===== config.mk =====
export PLATFORM = sky130hd
export DESIGN_NAME = vga_frame_monitor_flat
export DESIGN_NICKNAME = d
export VERILOG_FILES = /design/src/rtl/vga_frame_monitor_pkg.sv /design/src/rtl/vga_frame_monitor_if.sv /design/src/rtl/vga_frame_monitor_crc16_12b_step.sv /design/src/rtl/vga_frame_monitor.sv /design/src/flat_wrapper.sv
export SDC_FILE = /design/constraint.sdc
export NUM_CORES = 1
export LEC_CHECK = 0
export ABC_CLOCK_PERIOD_IN_PS = 2350
export CAP_MARGIN = 20
export CELL_PAD_IN_SITES_DETAIL_PLACEMENT = 2
export CELL_PAD_IN_SITES_GLOBAL_PLACEMENT = 2
export CORE_AREA = 2 2 124 150
export DETAILED_ROUTE_END_ITERATION = 12
export DIE_AREA = 0 0 126 152
export GPL_TIMING_DRIVEN = 0
export PLACE_DENSITY = 0.75
export SYNTH_ARGS = -nofsm -noshare
export SYNTH_HDL_FRONTEND = slang
export SYNTH_SLANG_ARGS = --single-unit

===== constraint.sdc =====
create_clock -name pclk -period 2.35 [get_ports pclk]
set_input_delay 0.3525 -clock pclk [delete_from_list [all_inputs] [get_ports pclk]]
set_output_delay 0.3525 -clock pclk [all_outputs]
set_load 0.005 [all_outputs]

===== src/rtl/vga_frame_monitor_pkg.sv =====
// Shared constants for the XGA frame monitor: nominal timing, counter widths,
// CRC-16-CCITT parameters and the FSM state encoding.
package vga_frame_monitor_pkg;

    localparam int XGA_H_ACTIVE     = 1024;
    localparam int XGA_H_TOTAL      = 1344;
    localparam int XGA_H_SYNC_START = 1048;
    localparam int XGA_V_ACTIVE     = 768;
    localparam int XGA_V_TOTAL      = 806;
    localparam int XGA_V_SYNC_START = 771;

    localparam int HCNT_W = 11;
    localparam int VCNT_W = 10;
    localparam int HPER_W = 12;
    localparam int LCNT_W = 11;
    localparam int PIX_W  = 20;
    localparam int RGB_W  = 12;
    localparam int CRC_W  = 16;

    localparam logic [CRC_W-1:0] CRC_POLY = 16'h1021;
    localparam logic [CRC_W-1:0] CRC_INIT = 16'hFFFF;

    typedef logic [1:0] state_t;
    localparam state_t ST_SEARCH = 2'd0;
    localparam state_t ST_ALIGN  = 2'd1;
    localparam state_t ST_LOCKED = 2'd2;

endpackage


===== src/rtl/vga_frame_monitor_if.sv =====
// Pin-level video bus observed by the monitor plus the monitor's status outputs.
interface vga_frame_monitor_if;
    import vga_frame_monitor_pkg::*;

    logic             hs_in;
    logic             vs_in;
    logic [RGB_W-1:0] rgb_in;
    logic             locked;
    logic             frame_valid;
    logic [CRC_W-1:0] frame_crc;
    logic [PIX_W-1:0] pixel_count;
    logic             err_h;
    logic             err_v;

    modport master (
        output hs_in, vs_in, rgb_in,
        input  locked, frame_valid, frame_crc, pixel_count, err_h, err_v
    );

    modport slave (
        input  hs_in, vs_in, rgb_in,
        output locked, frame_valid, frame_crc, pixel_count, err_h, err_v
    );

endinterface


===== src/rtl/vga_frame_monitor_crc16_12b_step.sv =====
// One CRC-16-CCITT update over a 12-bit pixel, MSB first, no reflection.
module vga_frame_monitor_crc16_12b_step
    import vga_frame_monitor_pkg::*;
(
    input  logic [CRC_W-1:0] crc_in,
    input  logic [RGB_W-1:0] data_in,
    output logic [CRC_W-1:0] crc_out
);

    logic [CRC_W-1:0] c;

    always_comb begin
        // NOTE: blocking assignments let the 12 shift steps chain within one evaluation.
        c = crc_in;
        for (int i = RGB_W - 1; i >= 0; i--) begin
            c = {c[CRC_W-2:0], 1'b0} ^ ((c[CRC_W-1] ^ data_in[i]) ? CRC_POLY : '0);
        end
        crc_out = c;
    end

endmodule


===== src/rtl/vga_frame_monitor.sv =====
// Receive-side video monitor: rebuilds raster position from sync edges, checks
// line/frame periods, and reports a per-frame CRC and pixel count of active video.
module vga_frame_monitor
    import vga_frame_monitor_pkg::*;
#(
    parameter int H_ACTIVE     = XGA_H_ACTIVE,
    parameter int H_TOTAL      = XGA_H_TOTAL,
    parameter int H_SYNC_START = XGA_H_SYNC_START,
    parameter int V_ACTIVE     = XGA_V_ACTIVE,
    parameter int V_TOTAL      = XGA_V_TOTAL,
    parameter int V_SYNC_START = XGA_V_SYNC_START,
    parameter bit SYNC_POL     = 1'b1
) (
    input logic                pclk,
    input logic                rst,
    vga_frame_monitor_if.slave bus
);

    localparam logic [HCNT_W-1:0] H_ACT_C   = HCNT_W'(H_ACTIVE);
    localparam logic [HCNT_W-1:0] H_LAST_C  = HCNT_W'(H_TOTAL - 1);
    localparam logic [HCNT_W-1:0] H_SYNC_C  = HCNT_W'(H_SYNC_START);
    localparam logic [VCNT_W-1:0] V_ACT_C   = VCNT_W'(V_ACTIVE);
    localparam logic [VCNT_W-1:0] V_LAST_C  = VCNT_W'(V_TOTAL - 1);
    localparam logic [VCNT_W-1:0] V_SYNC_C  = VCNT_W'(V_SYNC_START);
    localparam logic [HPER_W-1:0] H_PER_C   = HPER_W'(H_TOTAL);
    localparam logic [LCNT_W-1:0] V_LINES_C = LCNT_W'(V_TOTAL);

    logic             hs_s_q, hs_s_d, vs_s_q, vs_s_d;
    logic [RGB_W-1:0] rgb_s_q, rgb_s_d, rgb_a_q, rgb_a_d;
    logic             hs_prev_q, hs_prev_d, vs_prev_q, vs_prev_d;
    logic [HCNT_W-1:0] hcount_q, hcount_d;
    logic [VCNT_W-1:0] vcount_q, vcount_d;
    logic [HPER_W-1:0] h_per_q, h_per_d;
    logic [LCNT_W-1:0] line_cnt_q, line_cnt_d;
    logic             hs_seen_q, hs_seen_d;
    state_t           state_q, state_d;
    logic [CRC_W-1:0] crc_q, crc_d, crc_next;
    logic [PIX_W-1:0] pix_acc_q, pix_acc_d;
    logic             locked_q, locked_d, frame_valid_q, frame_valid_d;
    logic             err_h_q, err_h_d, err_v_q, err_v_d;
    logic [CRC_W-1:0] frame_crc_q, frame_crc_d;
    logic [PIX_W-1:0] pixel_count_q, pixel_count_d;
    logic             hs_act, vs_act, hs_edge, vs_edge, h_wrap, active, h_bad, line_ok, capture;

    vga_frame_monitor_crc16_12b_step u_crc (
        .crc_in  (crc_q),
        .data_in (rgb_a_q),
        .crc_out (crc_next)
    );

    // rgb_a is delayed one more stage so hcount/vcount describe the pixel it holds.
    always_comb begin
        // NOTE: every signal gets a value before any branch, so no latch can be inferred.
        hs_s_d    = bus.hs_in;
        vs_s_d    = bus.vs_in;
        rgb_s_d   = bus.rgb_in;
        rgb_a_d   = rgb_s_q;
        hs_act    = (hs_s_q == SYNC_POL);
        vs_act    = (vs_s_q == SYNC_POL);
        hs_prev_d = hs_act;
        vs_prev_d = vs_act;
        hs_edge   = hs_act && !hs_prev_q;
        vs_edge   = vs_act && !vs_prev_q;
        h_wrap    = !hs_edge && (hcount_q == H_LAST_C);
        active    = (hcount_q < H_ACT_C) && (vcount_q < V_ACT_C);

        hcount_d = hs_edge ? H_SYNC_C : (h_wrap ? '0 : hcount_q + 1'b1);
        vcount_d = vcount_q;
        if (vs_edge)     vcount_d = V_SYNC_C;
        else if (h_wrap) vcount_d = (vcount_q == V_LAST_C) ? '0 : vcount_q + 1'b1;

        h_per_d = hs_edge ? HPER_W'(1) : ((h_per_q == '1) ? h_per_q : h_per_q + 1'b1);
        line_cnt_d = line_cnt_q;
        if (vs_edge)                          line_cnt_d = LCNT_W'(hs_edge);
        else if (hs_edge && line_cnt_q != '1) line_cnt_d = line_cnt_q + 1'b1;

        crc_d     = vs_edge ? CRC_INIT : (active ? crc_next : crc_q);
        pix_acc_d = vs_edge ? '0 : (active ? pix_acc_q + 1'b1 : pix_acc_q);
    end

    always_comb begin
        h_bad     = hs_edge && hs_seen_q && (h_per_q != H_PER_C);
        line_ok   = (line_cnt_q == V_LINES_C);
        hs_seen_d = (state_q == ST_SEARCH) ? 1'b0 : (hs_seen_q || hs_edge);
        state_d   = state_q;
        err_h_d   = err_h_q;
        err_v_d   = err_v_q;
        capture   = 1'b0;
        case (state_q)
            ST_SEARCH: if (vs_edge) state_d = ST_ALIGN;
            ST_ALIGN: begin
                if (h_bad)        state_d = ST_SEARCH;
                else if (vs_edge) state_d = line_ok ? ST_LOCKED : ST_SEARCH;
            end
            ST_LOCKED: begin
                // Line check before frame check: a coincident pair may flag both.
                if (h_bad) begin
                    err_h_d = 1'b1;
                    state_d = ST_SEARCH;
                end
                if (vs_edge) begin
                    if (line_ok) begin
                        capture = 1'b1;
                    end else begin
                        err_v_d = 1'b1;
                        state_d = ST_SEARCH;
                    end
                end
            end
            default: state_d = ST_SEARCH;
        endcase
        locked_d      = (state_d == ST_LOCKED);
        frame_valid_d = capture;
        frame_crc_d   = capture ? crc_q : frame_crc_q;
        pixel_count_d = capture ? pix_acc_q : pixel_count_q;
    end

    always_ff @(posedge pclk or negedge rst) begin
        if (!rst) begin
            hs_s_q        <= !SYNC_POL;
            vs_s_q        <= !SYNC_POL;
            rgb_s_q       <= '0;
            rgb_a_q       <= '0;
            hs_prev_q     <= 1'b0;
            vs_prev_q     <= 1'b0;
            hcount_q      <= '0;
            vcount_q      <= '0;
            h_per_q       <= '0;
            line_cnt_q    <= '0;
            hs_seen_q     <= 1'b0;
            state_q       <= ST_SEARCH;
            crc_q         <= CRC_INIT;
            pix_acc_q     <= '0;
            locked_q      <= 1'b0;
            frame_valid_q <= 1'b0;
            err_h_q       <= 1'b0;
            err_v_q       <= 1'b0;
            frame_crc_q   <= '0;
            pixel_count_q <= '0;
        end else begin
            hs_s_q        <= hs_s_d;
            vs_s_q        <= vs_s_d;
            rgb_s_q       <= rgb_s_d;
            rgb_a_q       <= rgb_a_d;
            hs_prev_q     <= hs_prev_d;
            vs_prev_q     <= vs_prev_d;
            hcount_q      <= hcount_d;
            vcount_q      <= vcount_d;
            h_per_q       <= h_per_d;
            line_cnt_q    <= line_cnt_d;
            hs_seen_q     <= hs_seen_d;
            state_q       <= state_d;
            crc_q         <= crc_d;
            pix_acc_q     <= pix_acc_d;
            locked_q      <= locked_d;
            frame_valid_q <= frame_valid_d;
            err_h_q       <= err_h_d;
            err_v_q       <= err_v_d;
            frame_crc_q   <= frame_crc_d;
            pixel_count_q <= pixel_count_d;
        end
    end

    assign bus.locked      = locked_q;
    assign bus.frame_valid = frame_valid_q;
    assign bus.frame_crc   = frame_crc_q;
    assign bus.pixel_count = pixel_count_q;
    assign bus.err_h       = err_h_q;
    assign bus.err_v       = err_v_q;

endmodule


===== src/flat_wrapper.sv =====
// flat-port wrapper written by rule: the top's interface ports become plain ports
module vga_frame_monitor_flat import vga_frame_monitor_pkg::*;
#(
    parameter int H_ACTIVE     = XGA_H_ACTIVE,
    parameter int H_TOTAL      = XGA_H_TOTAL,
    parameter int H_SYNC_START = XGA_H_SYNC_START,
    parameter int V_ACTIVE     = XGA_V_ACTIVE,
    parameter int V_TOTAL      = XGA_V_TOTAL,
    parameter int V_SYNC_START = XGA_V_SYNC_START,
    parameter bit SYNC_POL     = 1'b1
)
  (pclk, rst, bus_hs_in, bus_vs_in, bus_rgb_in, bus_locked, bus_frame_valid, bus_frame_crc, bus_pixel_count, bus_err_h, bus_err_v);
  vga_frame_monitor_if bus_i ();
  input logic pclk;
  input logic rst;
  input wire logic [$bits(bus_i.hs_in)-1:0] bus_hs_in;
  input wire logic [$bits(bus_i.vs_in)-1:0] bus_vs_in;
  input wire logic [$bits(bus_i.rgb_in)-1:0] bus_rgb_in;
  output wire logic [$bits(bus_i.locked)-1:0] bus_locked;
  output wire logic [$bits(bus_i.frame_valid)-1:0] bus_frame_valid;
  output wire logic [$bits(bus_i.frame_crc)-1:0] bus_frame_crc;
  output wire logic [$bits(bus_i.pixel_count)-1:0] bus_pixel_count;
  output wire logic [$bits(bus_i.err_h)-1:0] bus_err_h;
  output wire logic [$bits(bus_i.err_v)-1:0] bus_err_v;
  assign bus_i.hs_in = bus_hs_in;
  assign bus_i.vs_in = bus_vs_in;
  assign bus_i.rgb_in = bus_rgb_in;
  assign bus_locked = bus_i.locked;
  assign bus_frame_valid = bus_i.frame_valid;
  assign bus_frame_crc = bus_i.frame_crc;
  assign bus_pixel_count = bus_i.pixel_count;
  assign bus_err_h = bus_i.err_h;
  assign bus_err_v = bus_i.err_v;
  vga_frame_monitor #(.H_ACTIVE(H_ACTIVE), .H_TOTAL(H_TOTAL), .H_SYNC_START(H_SYNC_START), .V_ACTIVE(V_ACTIVE), .V_TOTAL(V_TOTAL), .V_SYNC_START(V_SYNC_START), .SYNC_POL(SYNC_POL)) u_core (.pclk(pclk), .rst(rst), .bus(bus_i));
endmodule

# Word-level counts from Yosys, hierarchy flattened
# Cells that the tools add are included.
classes:
  add_sub_neg: 5
  order_cmp: 2
  n_eq_ne: 10
  n_mux: 37
  bitwise: 25
  n_reduce_logical: 17
op_table:
  columns: ["operator", "count"]
  rows:
  - ["bitwise XOR 16 x 13 -> 16 bit", 12]
  - ["two-way mux 13 bit", 12]
  - ["two-way mux 11 bit", 4]
  - ["two-way mux 20 bit", 2]
  - ["two-way mux 16 bit", 2]
  - ["two-way mux 10 bit", 3]
  - ["two-way mux 12 bit", 2]
  - ["adder 11 x 1 -> 11 bit, second input constant", 2]
  - ["adder 20 x 1 -> 20 bit, second input constant", 1]
  - ["two-way mux 2 bit", 7]
  - ["adder 12 x 1 -> 12 bit, second input constant", 1]
  - ["equality test 12 bit, second input constant", 1]
  - ["inequality test 12 x 11 -> 1 bit, second input constant", 1]
  - ["bitwise XOR 1 bit", 12]
  - ["equality test 11 x 10 -> 1 bit, second input constant", 1]
  - ["equality test 11 bit, second input constant", 1]
  - ["< comparator 11 bit, second input constant", 1]
  - ["inequality test 11 bit, second input constant", 1]
  - ["adder 10 x 1 -> 10 bit, second input constant", 1]
  - ["equality test 10 bit, second input constant", 1]
  - ["< comparator 10 bit, second input constant", 1]
  - ["logical AND 1 bit", 7]
  - ["one-hot mux 2 bit (3 select lines)", 1]
  - ["nonzero test 2 bit", 3]
  - ["10 further kinds", 16]
totals:
  reg_bits: 151
  elab_cells: 116

# Logic depth before layout (Yosys ltp)
# Gate-level depths: netlist of run 1.
depth:
  ltp_word: 38
  ltp_mapped: 7
  ltp_nobuf: 6

# Hierarchy
# From an unflattened synthesis of run 1, not the netlist that was laid out.
hier_totals:
  hier_cells: 612
  hier_area_um2: 6886.6
by_module_without_submodules:
  columns: ["mod", "instances", "cells_each", "area_per_inst_um2"]
  rows:
  - ["vga_frame_monitor", 1, 575, 6487.5]
  - ["vga_frame_monitor_crc16_12b_step", 1, 37, 399.1]

# Least setup slack after synthesis of run 1
# No wires, ideal clock.
synth_timing:
  path_kind: "reg2reg"
  start: "reg u_core.line_cnt_q[0]"
  end: "reg u_core.frame_crc_q[10] (netlist: u_core.bus.frame_crc[10])"
  t_arrival_ps: 2056
  required_time_ps: 2225
  path_slack_ps: 169
  path_stages_with_launch: 8
  path_buffers: 1
  period_less_slack_ps: 2181
  path_cell_list: "dfrtp_1 -> inv_1 -> ha_1 -> nand4b_1 -> nor4_1 -> nand3_1 -> clkbuf_1 -> mux2_2"
synth_between:
  elab_chain_cells: 4
synth_lines:
  columns: ["item", "line", "rtl"]
  rows:
  - ["from (decl)", "vga_frame_monitor.sv:34", "logic [LCNT_W-1:0] line_cnt_q, line_cnt_d;"]
  - ["from (signal assigned)", "vga_frame_monitor.sv:150", "line_cnt_q <= line_cnt_d;"]
  - ["equality test 11 x 10 -> 1 bit", "vga_frame_monitor.sv:83", "line_ok = (line_cnt_q == V_LINES_C);"]
  - ["two-way mux 1 bit", "vga_frame_monitor.sv:102", "if (line_ok) begin"]
  - ["two-way mux 1 bit", "vga_frame_monitor.sv:101", "if (vs_edge) begin"]
  - ["two-way mux 1 bit", "vga_frame_monitor.sv:89", "case (state_q)"]
  - ["to (signal assigned)", "vga_frame_monitor.sv:159", "frame_crc_q <= frame_crc_d;"]
  - ["to (decl)", "vga_frame_monitor.sv:41", "logic [CRC_W-1:0] frame_crc_q, frame_crc_d;"]
# Every way passes these cells.
# A chain may end at the register's enable or synchronous reset.

# Worst setup path in the final report of run 1
layout_timing:
  start: "reg u_core.hcount_q[6]"
  end: "reg u_core.vcount_q[3]"
layout_between:
  elab_chain_cells: 3
layout_lines:
  columns: ["item", "line", "rtl"]
  rows:
  - ["from (decl)", "vga_frame_monitor.sv:31", "logic [HCNT_W-1:0] hcount_q, hcount_d;"]
  - ["from (signal assigned)", "vga_frame_monitor.sv:147", "hcount_q <= hcount_d;"]
  - ["equality test 11 bit", "vga_frame_monitor.sv:64", "h_wrap = !hs_edge && (hcount_q == H_LAST_C);"]
  - ["logical AND 1 bit", "vga_frame_monitor.sv:64", null]
  - ["nonzero test 2 bit (no source line)", null, null]
  - ["to (signal assigned)", "vga_frame_monitor.sv:148", "vcount_q <= vcount_d;"]
  - ["to (decl)", "vga_frame_monitor.sv:32", "logic [VCNT_W-1:0] vcount_q, vcount_d;"]
# Every way passes these cells.

==> results by group, run 1 <==
STA
  • Worst Tran Pin Value: 0.9385 ns
  • Setup_tns: 0 ns
  • Max Clk Rate: 443.6 MHz
  • Worst hold margin: 0.3524 ns
  • Setup violators final: 0
  • Slew Viols, Final: 0
  • Worst slew margin: 36.90%
  • Hold Violations, Final: 0
  • Crit path time final: 2.254 ns
  • Clock skew: 0.01499 ns
  • Final period util: 95.93%

Clock tree
  • Clk sink count: 151
  • H-tree depth: 4
  • Max Buffers Root-to-Sink: 2
  • CTS tree: built
  • Clk slew on worst S/H paths: 0.07 ns
  • CTS Buf Count: 17
  • CTS Root Cell: clkbuf_16
  • Clk_lat worst skew: 0.43 ns

Placed design
  • GPL Wtd Cong: 0.7766
  • Post-DP Area: 7605 sq um
  • Detail Placement HPWL: 12200 um
  • Port bufs: 55

Worst setup path
  • CP Buf/Inv Count: 0
  • Worst path cell trace: or4b_4 -> or4_1 -> or4_1 -> a21oi_1
  • Flop2flop setup slack: 0.1 ns
  • Cell family with most CP delay: simple AND/OR/NAND/NOR gates
  • CP Launch Type: flip-flop
  • Critical Path Slowest Stage Cell: or4b_4
  • Crit path max fanout: 7
  • Critical Path RT: 2.70 ns
  • Slowest cell delay on critical path: 0.58 ns
  • Crit path top cell by count: or4_1
  • Type of the worst setup path: reg -> reg
  • CP endpoint kind: flip-flop
  • CP Data Arrival Time: 2.61 ns

Logic synthesis
  • Post-synth EDFFs: 0
  • Syn Inst Count: 590
  • Async SR Flop Fraction: 100.0%
  • Post-synth net total: 614
  • Syn Area/Cell: 11.43 sq um
  • Yosys reg bits: 151
  • Synth warn: 0
  • Top FF cell, synth: dfrtp_1
  • Mapped cell area: 6745 sq um
  • Mux cell area share after synthesis: 6.604%
  • XOR/XNOR Fraction of Synth Area: 8.514%
  • Fraction of the mapped netlist area in compound gates: 9.219%
  • Simple-gate area share of the yosys netlist: 16.08%
  • Adder-cell share of the synthesized area: 1.484%
  • Synth cell types: 51
  • Register area share after synthesis: 56.32%
  • Largest family of logic cells by synthesized area: simple AND/OR/NAND/NOR gates

Detailed routing
  • DR vias: 4945
  • Met2 WL: 10430 um
  • WL met1: 7734 um
  • Post-route DRC: 0
  • Iter 0 DRT Violations: 147
  • Total routed wirelength: 18870 um
  • DR top layer: met4
  • DR pass1 iterations: 4
  • Vias per cell: 5.440
  • Post-route ant nets: 0
  • DR WL met3: 347 um
  • Routed wire per std cell: 20.76 um

Power
  • Switch share: 23.47%
  • P_int: 0.004857 W
  • Leak pwr: 3.668 nW
  • Cell Pwr Density: 758.2 nW/um^2
  • Net Switching: 0.001490 W
  • Clock power share: 47.6%
  • Register share of total power: 44.8%
  • Logic gate share of total power: 7.6%
  • Peak supply drop: 537.3 uV

Layout
  • # diodes: 0
  • Syn-to-layout area delta: 24.10%
  • Layout Utilization: 46.93%
  • Final nets: 696
  • Design area: 8371 sq um
  • Share of layout cells above drive strength 1: 15.77%

Global route
  • GRT Util Overall: 20.76%
  • Pin count of the biggest net entering global routing: 80
  • Total gr overflow: 0
  • Initial antenna violation count: 0
  • First-pass GRT wire length: 31580 um
  • Vias in the first global route: 5779

Floorplanning
  • Die ar.: 19150 sq um
  • Starting Density: 37.82%
  • Core box area: 17840 sq um
  • I/O pin cnt: 56
  • Die H: 152 um
  • Horiz. Die Dim: 126 um
  • Row count: 54

Status
  • Status: complete, no violations

Worst hold path
  • Worst Hold Class: reg -> reg

Flow run
  • Max Cap Violations: 0
==> metrics by stage <==
stage | cells | power (W) | setup WS [ns]
after floorplan | 590 | 0.003141 | 0.1694
after global placement | 869 | 0.003308 | -5.200
after detailed placement | 870 | 0.003358 | -0.7814
after CTS | 905 | 0.006429 | 0.02857
after global routing | 909 | 0.006596 | -0.0006497
final | 909 | 0.006347 | 0.09567
==> final timing paths <==
path / start / depth (start not counted) / end
max in group asynchronous: rst / 3 / u_core.crc_q[15]
worst min register to register: u_core.rgb_a_d[9] / 0 / u_core.rgb_a_q[9]
worst max-delay path: u_core.hcount_q[6] / 4 / u_core.vcount_q[3]
worst max register to register: u_core.hcount_q[6] / 4 / u_core.vcount_q[3]
min in group asynchronous: rst / 2 / u_core.bus.frame_crc[9]
worst min-delay path: u_core.rgb_a_d[9] / 0 / u_core.rgb_a_q[9]
==> power groups by stage <==
| stage | clock, W | sequential, W | combinational (W) |
|---|---|---|---|
| 6_report | 0.00302 | 0.00284 | 0.000485 |
| 4_1_cts | 0.00309 | 0.00284 | 0.000494 |
| 5_1_grt | 0.00319 | 0.00286 | 0.000549 |
| 3_3_place_gp | 0 | 0.00287 | 0.000437 |
| 2_1_floorplan | 0 | 0.00284 | 0.000299 |
| 3_5_place_dp | 0 | 0.00288 | 0.000476 |
==> cell families (layout without fill, tap and decap cells) <==
family	Yosys count	in the layout
and+or+nand+nor	204	204
adders and majority gates	8	8
buffers and inverters	32	127
AOI/OAI and AO/OA	99	99
xor gates and xnor gates	56	56
muxes	40	40
DFF	151	151
==> cells in the final DEF, fill, tap and decap left out, types with 21 or more instances in the layout <==
cell / n
nand2_1: 43
a21oi_1: 33
nand3_1: 22
o21ai_0: 23
clkdlybuf4s50_1: 54
nor2_1: 39
mux2_2: 36
dfrtp_1: 134
xnor2_1: 29
xor2_1: 21
==> synthesized netlist by cell type (6+ instances only) <==
library cell	count	area, sq um
dfrtp_1	135	3378
nand2_1	44	165.2
nor2_1	39	146.4
mux2_2	36	405.4
a21oi_1	33	165.2
xnor2_1	29	254.0
nand3_1	23	115.1
o21ai_0	23	115.1
xor2_1	21	183.9
clkbuf_1	20	75.07
dfstp_2	16	420.4
nand4_1	15	93.84
nor3_1	15	75.07
or3_1	14	87.58
inv_1	11	41.29
o211ai_1	10	75.07
and3_1	9	56.30
o31ai_1	9	67.56
ha_1	8	100.1
or4_1	6	45.04
==> cell type report <==
cell class	count	area [sq um]
buffer	21	87.58
clock buffer	24	471.7
clock inverter	8	168.9
fill	1825	9467
inverter	11	41.29
multi-input combinational	407	2887
sequential	151	3800
tap	224	280.3
timing repair buffer	63	634.4
==> flip-flops by register name (all words and copies together), names as in the netlist <==
signal                  flops
u_core.rgb_a_q             12
u_core.vcount_q            10
u_core.state_q              2
u_core.bus.pixel_count     20
u_core.line_cnt_q          11
u_core.pix_acc_q           20
u_core.crc_q               16
u_core.rgb_a_d             12
u_core.bus.err_v            1
u_core.hs_prev_q            1
u_core.bus.locked           1
u_core.h_per_q             12
u_core.bus.frame_valid      1
u_core.bus.frame_crc       16
u_core.hcount_q            11
u_core.hs_act               1
u_core.hs_seen_q            1
u_core.bus.err_h            1
u_core.vs_prev_q            1
u_core.vs_act               1
==> routing by layer <==
layer  track usage (%)  up-vias
met2             39.22       54
met3             3.979       25
li1                  -     2281
met4             6.018        0
met1             23.48     2585
met5                 0        -
==> what timing repair did <==
item                                    CTS  global route
pin swaps                                 1             2
hold endpoints to repair                 16             0
hold buffers                              1             0
endpoints found under the setup margin   39            47
resized for setup                         9            12
buffers inserted                          2             4
No activity file was read; power rests on OpenSTA's default activity.
==> run 2, diff against run 1 <==
- CORE_AREA: 2 2 124 150 -> 2 2 122 148
- CTS_BUF_LIST: default -> sky130_fd_sc_hd__clkbuf_4 sky130_fd_sc_hd__clkbuf_8
- DIE_AREA: 0 0 126 152 -> 0 0 124 150
- PLACE_DENSITY: 0.75 -> 0.77
==> run 2 against run 1 <==
Final cell count decreased by 0.88%. Combinational power shrank 2%. Count of clock-buffer cells in the layout shrank 1. Register-to-register slack barely moved. Core utilization increased by 0.13 points. Maximum frequency hardly changed. Hold slack worse by 0.023 ns.
==> results by group, run 2 (synthesis results as in run 1) <==
Worst hold path
  • Hold Path Depth: 1
  • Worst Hold Class: in -> reg

STA
  • Setup_tns: 0 ns
  • Slew Viols, Final: 0
  • RSZ-0062 raised after global routing: false
  • Worst Tran Pin Value: 0.7972 ns
  • Hold Violations, Final: 0
  • Max Clk Rate: 443.7 MHz
  • Final period util: 95.91%
  • Crit path time final: 2.254 ns
  • Setup violators final: 0
  • Clock skew: 0.01248 ns
  • Final WS setup: 0.09616 ns
  • Worst slew margin: 46.41%

Detailed routing
  • DR pass1 iterations: 4
  • Total routed wirelength: 17670 um
  • Vias per cell: 5.456
  • Routed wire per std cell: 19.61 um
  • Post-route DRC: 0
  • DR vias: 4916
  • Post-route ant nets: 0
  • Iter 0 DRT Violations: 207

Floorplanning
  • Die ar.: 18600 sq um
  • Starting Density: 39.12%
  • Die H: 150 um
  • Row count: 53
  • Core box area: 17240 sq um
  • Horiz. Die Dim: 124 um
  • I/O pin cnt: 56

Clock tree
  • Clk_lat worst skew: 0.46 ns
  • CTS Root Cell: clkbuf_8
  • CTS tree: built
  • Clk slew on worst S/H paths: 0.08 ns
  • Max Buffers Root-to-Sink: 2
  • Clk sink count: 151
  • CTS Buf Count: 17
  • H-tree depth: 4

Global route
  • First-pass GRT wire length: 28960 um
  • Pin count of the biggest net entering global routing: 95
  • GRT Util Overall: 20.24%
  • Vias in the first global route: 5481
  • Initial antenna violation count: 0
  • Total gr overflow: 0

Layout
  • Layout fillers: 1770
  • # diodes: 0
  • Layout Utilization: 47.05%
  • Most frequent cells in the layout: dfrtp_1 (135), clkdlybuf4s50_1 (54), nand2_1 (43), nor2_1 (39), mux2_2 (36)
  • Final nets: 692
  • Share of layout cells above drive strength 1: 15.71%
  • Syn-to-layout area delta: 20.27%
  • Final cell count without fillers: 901
  • Commonest non-fill, non-tap cell in the layout: dfrtp_1

Power
  • Peak supply drop: 333.3 uV
  • Leak pwr: 3.545 nW
  • Cell Pwr Density: 669.8 nW/um^2
  • Post-route total power: 0.005434 W

Placed design
  • Cells after DPL: 866
  • Setup WS pre-CTS: -0.9931 ns
  • GPL Wtd Cong: 0.7841
  • Port bufs: 55
  • Detail Placement HPWL: 12260 um

Worst setup path
  • Critical Path Slowest Stage Cell: or4b_4
  • Crit path top cell by count: or4_1
  • Cell family with most CP delay: simple AND/OR/NAND/NOR gates
  • Worst-case reg-to-reg path depth: 4
  • Crit path max fanout: 7
  • Critical Path RT: 2.73 ns
  • CP Buf/Inv Count: 0
  • CP Launch Type: flip-flop
  • CP Data Arrival Time: 2.64 ns
  • Crit. path cell count: 4
  • Slowest cell delay on critical path: 0.58 ns
  • Worst path cell trace: or4b_4 -> or4_1 -> or4_1 -> a21oi_1
  • CP endpoint kind: flip-flop
  • Type of the worst setup path: reg -> reg

Flow run
  • Max Cap Violations: 0

Status
  • Status: complete, no violations
## run 2: cell types whose count changed in the layout (fill, tap and decap cells not counted), sizes merged
cell and change:
clkbuf -1, bufinv -2, clkinvlp +3, clkinv +1
inv -1, buf -4
## run 2: area by class of cell
class,instances,area [sq um],area share [%]
inverters,11,41.29,0.5089
repair buffers,59,601.8,7.418
clock inverters,9,127.6,1.573
plain buffers,21,86.33,1.064
clock buffers,23,291.5,3.593
well taps,220,275.3,3.393
multi-input cells,407,2890,35.63
flip-flops and latches,151,3799,46.82
## run 2: path summary, 6_finish.rpt
check / startpoint / end / slack [ns]
max: u_core.hcount_q[6] / u_core.vcount_q[3] / 0.1
min: bus_rgb_in[10] / u_core.rgb_a_d[10] / 0.33
max reg2reg: u_core.hcount_q[6] / u_core.vcount_q[3] / 0.1
min reg2reg: u_core.rgb_a_d[3] / u_core.rgb_a_q[3] / 0.35
max in group asynchronous: rst / u_core.crc_q[11] / 1.04
min in group asynchronous: rst / u_core.bus.frame_valid / 0.43
## run 2: worst reg2reg max path: stages (launching register included)
cell	delay [ns]
dfrtp_1	0.46
or4b_4	0.58
or4_1	0.47
or4_1	0.53
a21oi_1	0.14
## run 2: where the power goes
| group | total [W] | switching [W] | internal [W] |
|---|---|---|---|
| registers | 0.00283 | 0.000128 | 0.00270 |
| logic | 0.000474 | 0.000271 | 0.000203 |
| clock network | 0.00213 | 0.000979 | 0.00115 |
| total | 0.00543 | 0.00138 | 0.00406 |
## run 2: per-layer routing
layer	share of wire, %	vias up	track usage [%]
met2	54	61	36.73
met1	42	2561	23.93
met3	2.2	23	3.735
li1	-	2271	-
met5	0	-	0
met4	1.7	0	6.404
## run 2: stage by stage
| step | hold slack [ns] | cell area, sq um |
|---|---|---|
| after floorplan | 0.05691 | 6745 |
| after global placement | 0.3334 | 7571 |
| after detailed placement | 0.3364 | 7600 |
| after CTS | 0.3011 | 8087 |
| after global routing | 0.3030 | 8113 |
| final | 0.3290 | 8113 |
## run 2: repair_timing
action                                 CTS  global route
resized for setup                       11             5
endpoints found under the hold margin   57             0
setup endpoints to repair               44            14
pin swaps                                1             0
hold buffers                             1             0
setup buffers                            1             0
==> run 3, diff against run 2 <==
- CORE_AREA: 2 2 122 148 -> 4 4 124 150
- DIE_AREA: 0 0 124 150 -> 0 0 128 154
==> run 3 against run 2 <==
Critical endpoint is now u_core.bus.frame_crc[12]. Register-to-register slack lost 0.02 ns. Via count grew 0.87%. First-iteration DRC count shrank 6.8%. Sequential share of layout area shrank 0.094 points. Flip-flop and latch count is the same. Core utilization grew 0.094 points.
==> results by group, run 3 (synthesis results as in run 1) <==
Detailed routing
  • Iter 0 DRT Violations: 193
  • Routed wire per std cell: 20.32 um
  • Vias per cell: 5.492
  • DR vias: 4959
  • DR pass1 iterations: 4
  • Total routed wirelength: 18350 um
  • Post-route ant nets: 0
  • Post-route DRC: 0

STA
  • Worst slew margin: 31.81%
  • Clock skew: 0.01862 ns
  • Setup_tns: 0 ns
  • Setup violators final: 0
  • Slew Viols, Final: 0
  • Final WS setup: 0.07236 ns
  • Max Clk Rate: 439.1 MHz
  • Worst Tran Pin Value: 1.014 ns
  • Final period util: 96.92%
  • Hold Violations, Final: 0
  • Crit path time final: 2.278 ns

Placed design
  • GPL Wtd Cong: 0.7761
  • Detail Placement HPWL: 12300 um
  • Port bufs: 55
  • Post-DP Area: 7600 sq um
  • Setup WS pre-CTS: -0.8761 ns

Clock tree
  • CTS tree: built
  • Clk slew on worst S/H paths: 0.09 ns
  • Max Buffers Root-to-Sink: 2
  • Clk sink count: 151
  • H-tree depth: 4
  • CTS Buf Count: 17
  • Clk_lat worst skew: 0.47 ns
  • CTS Root Cell: clkbuf_8

Status
  • Status: complete, no violations

Power
  • Peak supply drop: 381.4 uV
  • Switch share: 26.09%
  • Cell Pwr Density: 671.9 nW/um^2
  • Clock power share: 39.4%
  • Leak pwr: 3.557 nW
  • Post-route total power: 0.005462 W
  • P_int: 0.004037 W
  • Register share of total power: 51.9%
  • Logic gate share of total power: 8.7%
  • Net Switching: 0.001425 W

Floorplanning
  • Horiz. Die Dim: 128 um
  • Die ar.: 19710 sq um
  • Starting Density: 39.12%
  • Row count: 53
  • I/O pin cnt: 56
  • Core box area: 17240 sq um
  • Die H: 154 um

Layout
  • Share of layout cells above drive strength 1: 15.96%
  • Commonest non-fill, non-tap cell in the layout: dfrtp_1
  • Final nets: 694
  • # diodes: 0
  • Layout fillers: 1750
  • Syn-to-layout area delta: 20.52%
  • Design area: 8129 sq um
  • Layout Utilization: 47.15%
  • Most frequent cells in the layout: dfrtp_1 (135), clkdlybuf4s50_1 (54), nand2_1 (43), nor2_1 (39), mux2_2 (36)

Worst setup path
  • CP Launch Type: flip-flop
  • CP Buf/Inv Count: 2
  • Critical Path RT: 2.69 ns
  • Type of the worst setup path: reg -> reg
  • Cell family with most CP delay: simple AND/OR/NAND/NOR gates
  • Critical Path Slowest Stage Cell: dfrtp_1
  • Crit path max fanout: 10
  • Slowest cell delay on critical path: 0.45 ns
  • CP Data Arrival Time: 2.62 ns
  • Worst path cell trace: inv_1 -> ha_1 -> nand4b_1 -> nor4_4 -> nand3_4 -> clkbuf_4 -> mux2_2
  • CP endpoint kind: flip-flop

Global route
  • Vias in the first global route: 5609
  • Pin count of the biggest net entering global routing: 94
  • GRT Util Overall: 19.35%
  • Total gr overflow: 0
  • Initial antenna violation count: 0
  • First-pass GRT wire length: 30210 um

Flow run
  • Max Cap Violations: 0

Worst hold path
  • Worst Hold Class: in -> reg
## run 3: cell count changes in the layout (fill, tap and decap cells not counted), sizes merged
cell    delta
clkbuf     -2
clkinv     +2
buf        +2
## run 3: repair_timing
item | in CTS | in global routing
setup endpoints to repair | 40 | 40
cloned | 0 | 0
buffers inserted | 0 | 3
endpoints found under the hold margin | 58 | 0
pin swaps | 1 | 2
hold buffers | 1 | 0
gates resized for setup | 10 | 8
## run 3: layout make-up
type                       instances  area [sq um]  area share [%]
clock buffer                      21         276.5           3.402
tap                              220         275.3           3.386
timing repair buffer              61         616.8           7.588
inverter                          11         41.29          0.5079
buffer                            21         87.58           1.077
multi-input combinational        407          2884           35.48
sequential                       151          3799           46.73
clock inverter                    11         148.9           1.832
## run 3: layer usage
layer	global-route usage, %	routed length, um	vias up
li1	-	-	2275
met1	23.04	7464	2595
met2	35.37	10210	67
met3	3.787	431	22
met4	5.005	244	0
met5	0	0	-
## run 3: worst reg2reg max path, delay by kind of cell, from the launching register on
kind	cells	cell delay (ns)
AND/OR/NAND/NOR	3	0.78
flip-flops	1	0.45
buffers and inverters	2	0.45
multiplexers	1	0.32
adder cells (fa/ha/maj)	1	0.16
## run 3: per-stage QoR
| stage | instances | hold WS (ns) |
|---|---|---|
| 6_report | 903 | 0.3114 |
| 2_1_floorplan | 590 | 0.05691 |
| 5_1_grt | 903 | 0.2891 |
| 3_5_place_dp | 866 | 0.3362 |
| 3_3_place_gp | 865 | 0.3340 |
| 4_1_cts | 899 | 0.2898 |
## run 3: power groups by stage
stage          clock [W]  sequential, W  combinational [W]
6_report         0.00215        0.00284           0.000477
5_1_grt          0.00233        0.00286           0.000541
4_1_cts          0.00222        0.00284           0.000486
3_5_place_dp           0        0.00288           0.000470
3_3_place_gp           0        0.00287           0.000435
2_1_floorplan          0        0.00284           0.000299
## run 3: final timing paths
| kind | from | to | slack (ns) | cells past startpoint |
|---|---|---|---|---|
| max in group asynchronous | rst | u_core.crc_q[8] | 1.05 | 3 |
| min reg2reg | u_core.rgb_a_d[3] | u_core.rgb_a_q[3] | 0.34 | 0 |
| max reg2reg | u_core.line_cnt_q[0] | u_core.bus.frame_crc[12] | 0.07 | 7 |
| min | bus_rgb_in[9] | u_core.rgb_a_d[9] | 0.31 | 1 |
| max | u_core.line_cnt_q[0] | u_core.bus.frame_crc[12] | 0.07 | 7 |
| min in group asynchronous | rst | u_core.bus.frame_valid | 0.42 | 2 |
